`src/rtl/address_bus_demux_pkg.sv`:
```
// Shared types and record layout for the core external-bus demultiplexer.
// The record packs one complete bus cycle as {rw, data, addr}.
package address_bus_demux_pkg;

    typedef enum logic {
        WAIT_HI = 1'b0,
        WAIT_LO = 1'b1
    } cap_state_e;

    localparam int ADDR_LSB    = 0;
    localparam int ADDR_MSB    = 15;
    localparam int DATA_LSB    = 16;
    localparam int DATA_MSB    = 23;
    localparam int RW_BIT      = 24;
    localparam int REC_W       = 25;

    localparam logic PHASE_HI  = 1'b1;
    localparam logic PHASE_LO  = 1'b0;
    localparam int FLAG_RW_BIT = 0;

    function automatic logic [REC_W-1:0] pack_record(input logic rw,
                                                     input logic [7:0] data,
                                                     input logic [15:0] addr);
        return {rw, data, addr};
    endfunction

endpackage

```
`src/rtl/address_bus_demux_fifo.sv`:
```
// First-word-fall-through record FIFO; the head output holds the last popped
// word while empty so a debug consumer never sees stale slots.
module bus_record_fifo
    import address_bus_demux_pkg::*;
#(
    parameter int DEPTH = 4,
    parameter int WIDTH = REC_W
) (
    input  logic             clk,
    input  logic             rst,
    input  logic             push,
    input  logic [WIDTH-1:0] wdata,
    input  logic             pop,
    output logic [WIDTH-1:0] rdata,
    output logic             full,
    output logic             empty,
    output logic             push_accepted
);

    localparam int AW = $clog2(DEPTH);
    localparam int PW = AW + 1;

    logic [PW-1:0]    wr_ptr_q, rd_ptr_q;
    logic [WIDTH-1:0] mem_q [DEPTH];
    logic [WIDTH-1:0] last_q;
    logic             pop_ok;

    assign empty  = (wr_ptr_q == rd_ptr_q);
    assign full   = (wr_ptr_q[AW] != rd_ptr_q[AW]) &&
                    (wr_ptr_q[AW-1:0] == rd_ptr_q[AW-1:0]);
    assign pop_ok = pop && !empty;
    // A pop in the same cycle frees the slot, so a full FIFO can still accept.
    assign push_accepted = push && (!full || pop_ok);
    assign rdata  = empty ? last_q : mem_q[rd_ptr_q[AW-1:0]];

    always_ff @(posedge clk) begin
        if (rst) begin
            wr_ptr_q <= '0;
            rd_ptr_q <= '0;
            last_q   <= '0;
        end else begin
            if (push_accepted) begin
                wr_ptr_q <= wr_ptr_q + PW'(1);
            end
            if (pop_ok) begin
                rd_ptr_q <= rd_ptr_q + PW'(1);
                last_q   <= mem_q[rd_ptr_q[AW-1:0]];
            end
        end
    end

    always_ff @(posedge clk) begin
        if (push_accepted) begin
            mem_q[wr_ptr_q[AW-1:0]] <= wdata;
        end
    end

endmodule

```
`src/rtl/address_bus_demux.sv`:
```
// Reassembles the core's time-multiplexed high/low bus phases into records,
// buffering them for a ready/valid consumer and flagging sequence errors.
module address_bus_demux
    import address_bus_demux_pkg::*;
#(
    parameter int DEPTH = 4,
    parameter int CNT_W = 16
) (
    input  logic             clk,
    input  logic             rst,
    input  logic             sample_en,
    input  logic             phase,
    input  logic [7:0]       addr_byte,
    input  logic [7:0]       data_byte,
    output logic             rec_valid,
    input  logic             rec_ready,
    output logic [15:0]      rec_addr,
    output logic [7:0]       rec_data,
    output logic             rec_rw,
    output logic             sync_err,
    output logic             overflow,
    output logic [CNT_W-1:0] rec_count
);

    cap_state_e       state_q, state_d;
    logic [7:0]       hi_q, hi_d;
    logic [7:0]       dat_q, dat_d;
    logic             sync_err_q, sync_err_d;
    logic             overflow_q, overflow_d;
    logic [CNT_W-1:0] count_q, count_d;

    logic             fifo_push, fifo_pop, fifo_full, fifo_empty, fifo_accepted;
    logic [REC_W-1:0] fifo_wdata, fifo_rdata;

    always_comb begin
        state_d    = state_q;
        hi_d       = hi_q;
        dat_d      = dat_q;
        sync_err_d = 1'b0;
        fifo_push  = 1'b0;
        fifo_wdata = pack_record(data_byte[FLAG_RW_BIT], dat_q, {hi_q, addr_byte});
        if (sample_en) begin
            unique case (state_q)
                WAIT_HI: begin
                    if (phase == PHASE_HI) begin
                        hi_d    = addr_byte;
                        dat_d   = data_byte;
                        state_d = WAIT_LO;
                    end else begin
                        sync_err_d = 1'b1;
                    end
                end
                WAIT_LO: begin
                    if (phase == PHASE_LO) begin
                        fifo_push = 1'b1;
                        state_d   = WAIT_HI;
                    end else begin
                        // A repeated high phase means we missed a low; keep the newest.
                        hi_d       = addr_byte;
                        dat_d      = data_byte;
                        sync_err_d = 1'b1;
                    end
                end
                default: state_d = WAIT_HI;
            endcase
        end
    end

    assign fifo_pop   = rec_valid && rec_ready;
    assign overflow_d = overflow_q || (fifo_push && !fifo_accepted);
    assign count_d    = fifo_accepted ? count_q + CNT_W'(1) : count_q;

    always_ff @(posedge clk) begin
        if (rst) begin
            state_q    <= WAIT_HI;
            hi_q       <= '0;
            dat_q      <= '0;
            sync_err_q <= 1'b0;
            overflow_q <= 1'b0;
            count_q    <= '0;
        end else begin
            state_q    <= state_d;
            hi_q       <= hi_d;
            dat_q      <= dat_d;
            sync_err_q <= sync_err_d;
            overflow_q <= overflow_d;
            count_q    <= count_d;
        end
    end

    bus_record_fifo #(
        .DEPTH (DEPTH),
        .WIDTH (REC_W)
    ) u_fifo (
        .clk           (clk),
        .rst           (rst),
        .push          (fifo_push),
        .wdata         (fifo_wdata),
        .pop           (fifo_pop),
        .rdata         (fifo_rdata),
        .full          (fifo_full),
        .empty         (fifo_empty),
        .push_accepted (fifo_accepted)
    );

    assign rec_valid = !fifo_empty;
    assign rec_addr  = fifo_rdata[ADDR_MSB:ADDR_LSB];
    assign rec_data  = fifo_rdata[DATA_MSB:DATA_LSB];
    assign rec_rw    = fifo_rdata[RW_BIT];
    assign sync_err  = sync_err_q;
    assign overflow  = overflow_q;
    assign rec_count = count_q;

endmodule

```
`config.mk`:
```
export PLATFORM = sky130hd
export DESIGN_NAME = address_bus_demux
export DESIGN_NICKNAME = d
export VERILOG_FILES = /design/src/rtl/address_bus_demux_pkg.sv /design/src/rtl/address_bus_demux_fifo.sv /design/src/rtl/address_bus_demux.sv
export SDC_FILE = /design/constraint.sdc
export NUM_CORES = 1
export LEC_CHECK = 0
export ABC_AREA = 1
export CAP_MARGIN = 20
export CELL_PAD_IN_SITES_DETAIL_PLACEMENT = 1
export CELL_PAD_IN_SITES_GLOBAL_PLACEMENT = 1
export CORE_MARGIN = 2
export CORE_UTILIZATION = 41
export CTS_BUF_LIST = sky130_fd_sc_hd__clkbuf_16
export CTS_CLUSTER_DIAMETER = 200
export CTS_CLUSTER_SIZE = 24
export DETAILED_ROUTE_END_ITERATION = 10
export GPL_TIMING_DRIVEN = 0
export PLACE_DENSITY = 0.75
export SLEW_MARGIN = 20
export SYNTH_ARGS = -nofsm -noshare
export SYNTH_HDL_FRONTEND = slang
export SYNTH_SLANG_ARGS = --single-unit
```
`constraint.sdc`:
```
create_clock -name clk -period 3.6 [get_ports clk]
set_input_delay 0.54 -clock clk [delete_from_list [all_inputs] [get_ports clk]]
set_output_delay 0.54 -clock clk [all_outputs]
set_load 0.05 [all_outputs]
```
==> reports/results.ini <==
[floorplan]
core.rowCount = 47
dieArea_mm2 = 0.0182
dieHeight_um = 135
initial_core_util_pct = 42.1
core_mm2 = 0.0167
die_w_um = 135
ios = 65

[job]
max_cap_violations = 0

[routing]
wirelength_um = 19700
wl_met1_um = 8830
drtIter0Drc = 318
wl_met3_um = 965
via_count = 5584
drtAntennaViolNets = 0
drc = 0
dr.pass1.iters = 5
wire_per_inst_um = 17.8
vias_per_cell = 5.06
met2_length_um = 9680
top_layer_used = met4

[placement]
gp_congestion = 0.812
port_buffers = 63
dp_cells = 1072
place_area_mm2 = 0.00808
hpwl_um = 14000

[sta]
maxSlewHeadroom_pct = 57.4
rsz0062_at_grt = false
slew_viol_final = 0
max_freq_ghz = 0.290
worstMarginPinSlew_ns = 0.639
finClkSkew_ns = 0.00751
holdWs_ns = 0.465
post-route-period-util_pct = 95.8
setup_viol = 0
period_needed_ns = 3.45
finalHoldViolCount = 0

[critical_path]
crit_required_ns = 3.06
reg2regPathDepth = 7
critPathCaptureType = output pin
cp-start-kind = register
r2r-start = state_q$_SDFFE_PP0P_
criticalPathCategory = register to output pin
ff2ff_setup_slack_ns = 1.29
crit_fanout = 10
worstReg2RegEnd = u_fifo.mem_q[2][15]$_DFFE_PP_
cp.arrival_ns = 2.91

[layout]
finalNetCount = 899
fin_util_pct = 51.5
final_common_cell = nand2_1
syn_to_final_growth_pct = 22.2
drive_above_1_share_pct = 7.47
ff_latch_area_mm2 = 0.00436
final_area_mm2 = 0.00860
final_cell_mix = nand2_1 (267), nor2_1 (118), edfxtp_1 (100)
final_cell_count_no_fill = 1104
antenna_cells = 0
num-fill-cells = 1961
multi_input_area_mm2 = 0.00239

[synth]
ys_types = 24
synth_seq_cells = 168
syn_area_per_cell_um2 = 8.96
synth_warnings = 0
netlist_area_mm2 = 0.00704
syn_nets = 813
yosysSeqAreaShare_pct = 62.0
syn-instance-count = 785

[grt]
antenna_found_initial = 0
grt_pass1_vias = 5865
grt_start_max_net_pins = 17
grt_first_pass_wirelength_um = 31100
grt_usage_pct = 22.8
grt_overflow_total = 0

[clocking]
cts_tree = built
cts_setup_buffers = 0
cts_root_buf = clkbuf_16
htree_levels = 4
ctsHoldBuffers = 0
path_clk_slew_ns = 0.06
clkLatencyLatePin_ns = 0.43
clock_sinks = 168
clk_path_buf_depth = 2
cts-resized-gates = 0
cts_buffers = 17

[power_and_ir_drop]
vdd_ir_drop_max_mv = 0.381
p_leak_nw = 3.23
pwr_density_cell_mw_per_mm2 = 569

[hold_path]
worstHoldStart = state_q$_SDFFE_PP0P_
hold_end = state_q$_SDFFE_PP0P_
whs_path_depth = 2
hold_path_class = register to register

[status]
status = complete, no violations

==> power by group <==
part           total (mW)  leakage, nW  internal, mW  switching (mW)
combinational        1.15         1.50         0.340           0.806
sequential           2.15         1.47          2.11          0.0453
clock                1.60        0.262         0.868           0.729
total                4.89         3.23          3.31            1.58
==> worst max path at each step <==
stage	start	endpoint	slack (ns)	cells past startpoint
after floorplan	phase	u_fifo.mem_q[0][0]$_DFFE_PP_	0.92	7
after global placement	phase	u_fifo.mem_q[3][10]$_DFFE_PP_	-0.61	8
after detailed placement	register	rec_addr[5]	0.58	7
after CTS	register	rec_addr[5]	0.09	7
after global routing	register	rec_addr[5]	0.0005	7
final	register	rec_addr[5]	0.15	8
==> sequential cells by signal, indices dropped and copies added (netlist names), named ones only <==
signal and cells:
dat_q 8, hi_q 8, overflow 1, rec_count 16, state_q 1, sync_err 1, u_fifo.last_q 25, u_fifo.mem_q 100
u_fifo.rd_ptr_q 3, u_fifo.wr_ptr_q 3
==> Yosys cell counts <==
library cell / n / area [µm²]
clkinv_1: 1 / 3.75
edfxtp_1: 100 / 3000
nor2_4: 1 / 11.3
o21ai_0: 39 / 195
a21oi_1: 15 / 75.1
buf_4: 2 / 15.0
nand2_4: 2 / 22.5
nand2_2: 2 / 12.5
nor2_1: 122 / 458
o21ai_1: 9 / 45.0
ha_1: 7 / 87.6
nand3_1: 67 / 335
clkbuf_1: 20 / 75.1
nand2_1: 267 / 1000
xor2_1: 6 / 52.6
buf_2: 14 / 70.1
dfxtp_1: 68 / 1360
xnor2_1: 2 / 17.5
nand4_1: 5 / 31.3
buf_6: 3 / 33.8
o21a_1: 1 / 7.51
inv_1: 25 / 93.8
inv_2: 6 / 22.5
nor3_1: 1 / 5.00
==> per-stage QoR <==
stage / power, mW / setup slack (ns) / TNS (ns)
after detailed placement: 3.34 / 0.580 / 0
after global placement: 3.30 / -0.610 / -60.30
final: 4.89 / 0.151 / 0
after global routing: 5.11 / 0.000504 / 0
after floorplan: 2.93 / 0.923 / 0
after CTS: 4.94 / 0.0877 / 0
==> layout make-up <==
class                      instances  area share, %
sequential                       168           50.7
multi-input combinational        546           27.8
timing repair buffer              67           8.61
clock buffer                      17           4.95
tap                              220           3.20
buffer                            39           2.27
inverter                          32           1.40
clock inverter                    15           1.05
==> metal layers <==
| layer | vias up | track usage (%) |
|---|---|---|
| li1 | 2737 | - |
| met1 | 2724 | 30.5 |
| met2 | 107 | 37.4 |
| met3 | 16 | 4.84 |
| met4 | 0 | 7.18 |
| met5 | - | 0 |
==> critical path: stages (launching register included) <==
cell,delay (ns)
dfxtp_1,0.30
buf_2,0.16
inv_2,0.10
clkbuf_1,0.48
nand2_1,0.12
nand3_1,0.10
nand2_1,0.08
o21ai_0,0.27
clkdlybuf4s50_1,0.86
==> logic make-up (layout without fill, tap and decap cells) <==
family	after synthesis	in the layout	share of synthesized area, %
compound gates	64	64	4.59
flops	168	168	62.0
buf+inv	71	170	4.46
xor+xnor	8	8	0.996
fa+ha+maj	7	7	1.24
simple gates	467	467	26.7
Power figures use the tool's default switching activity.
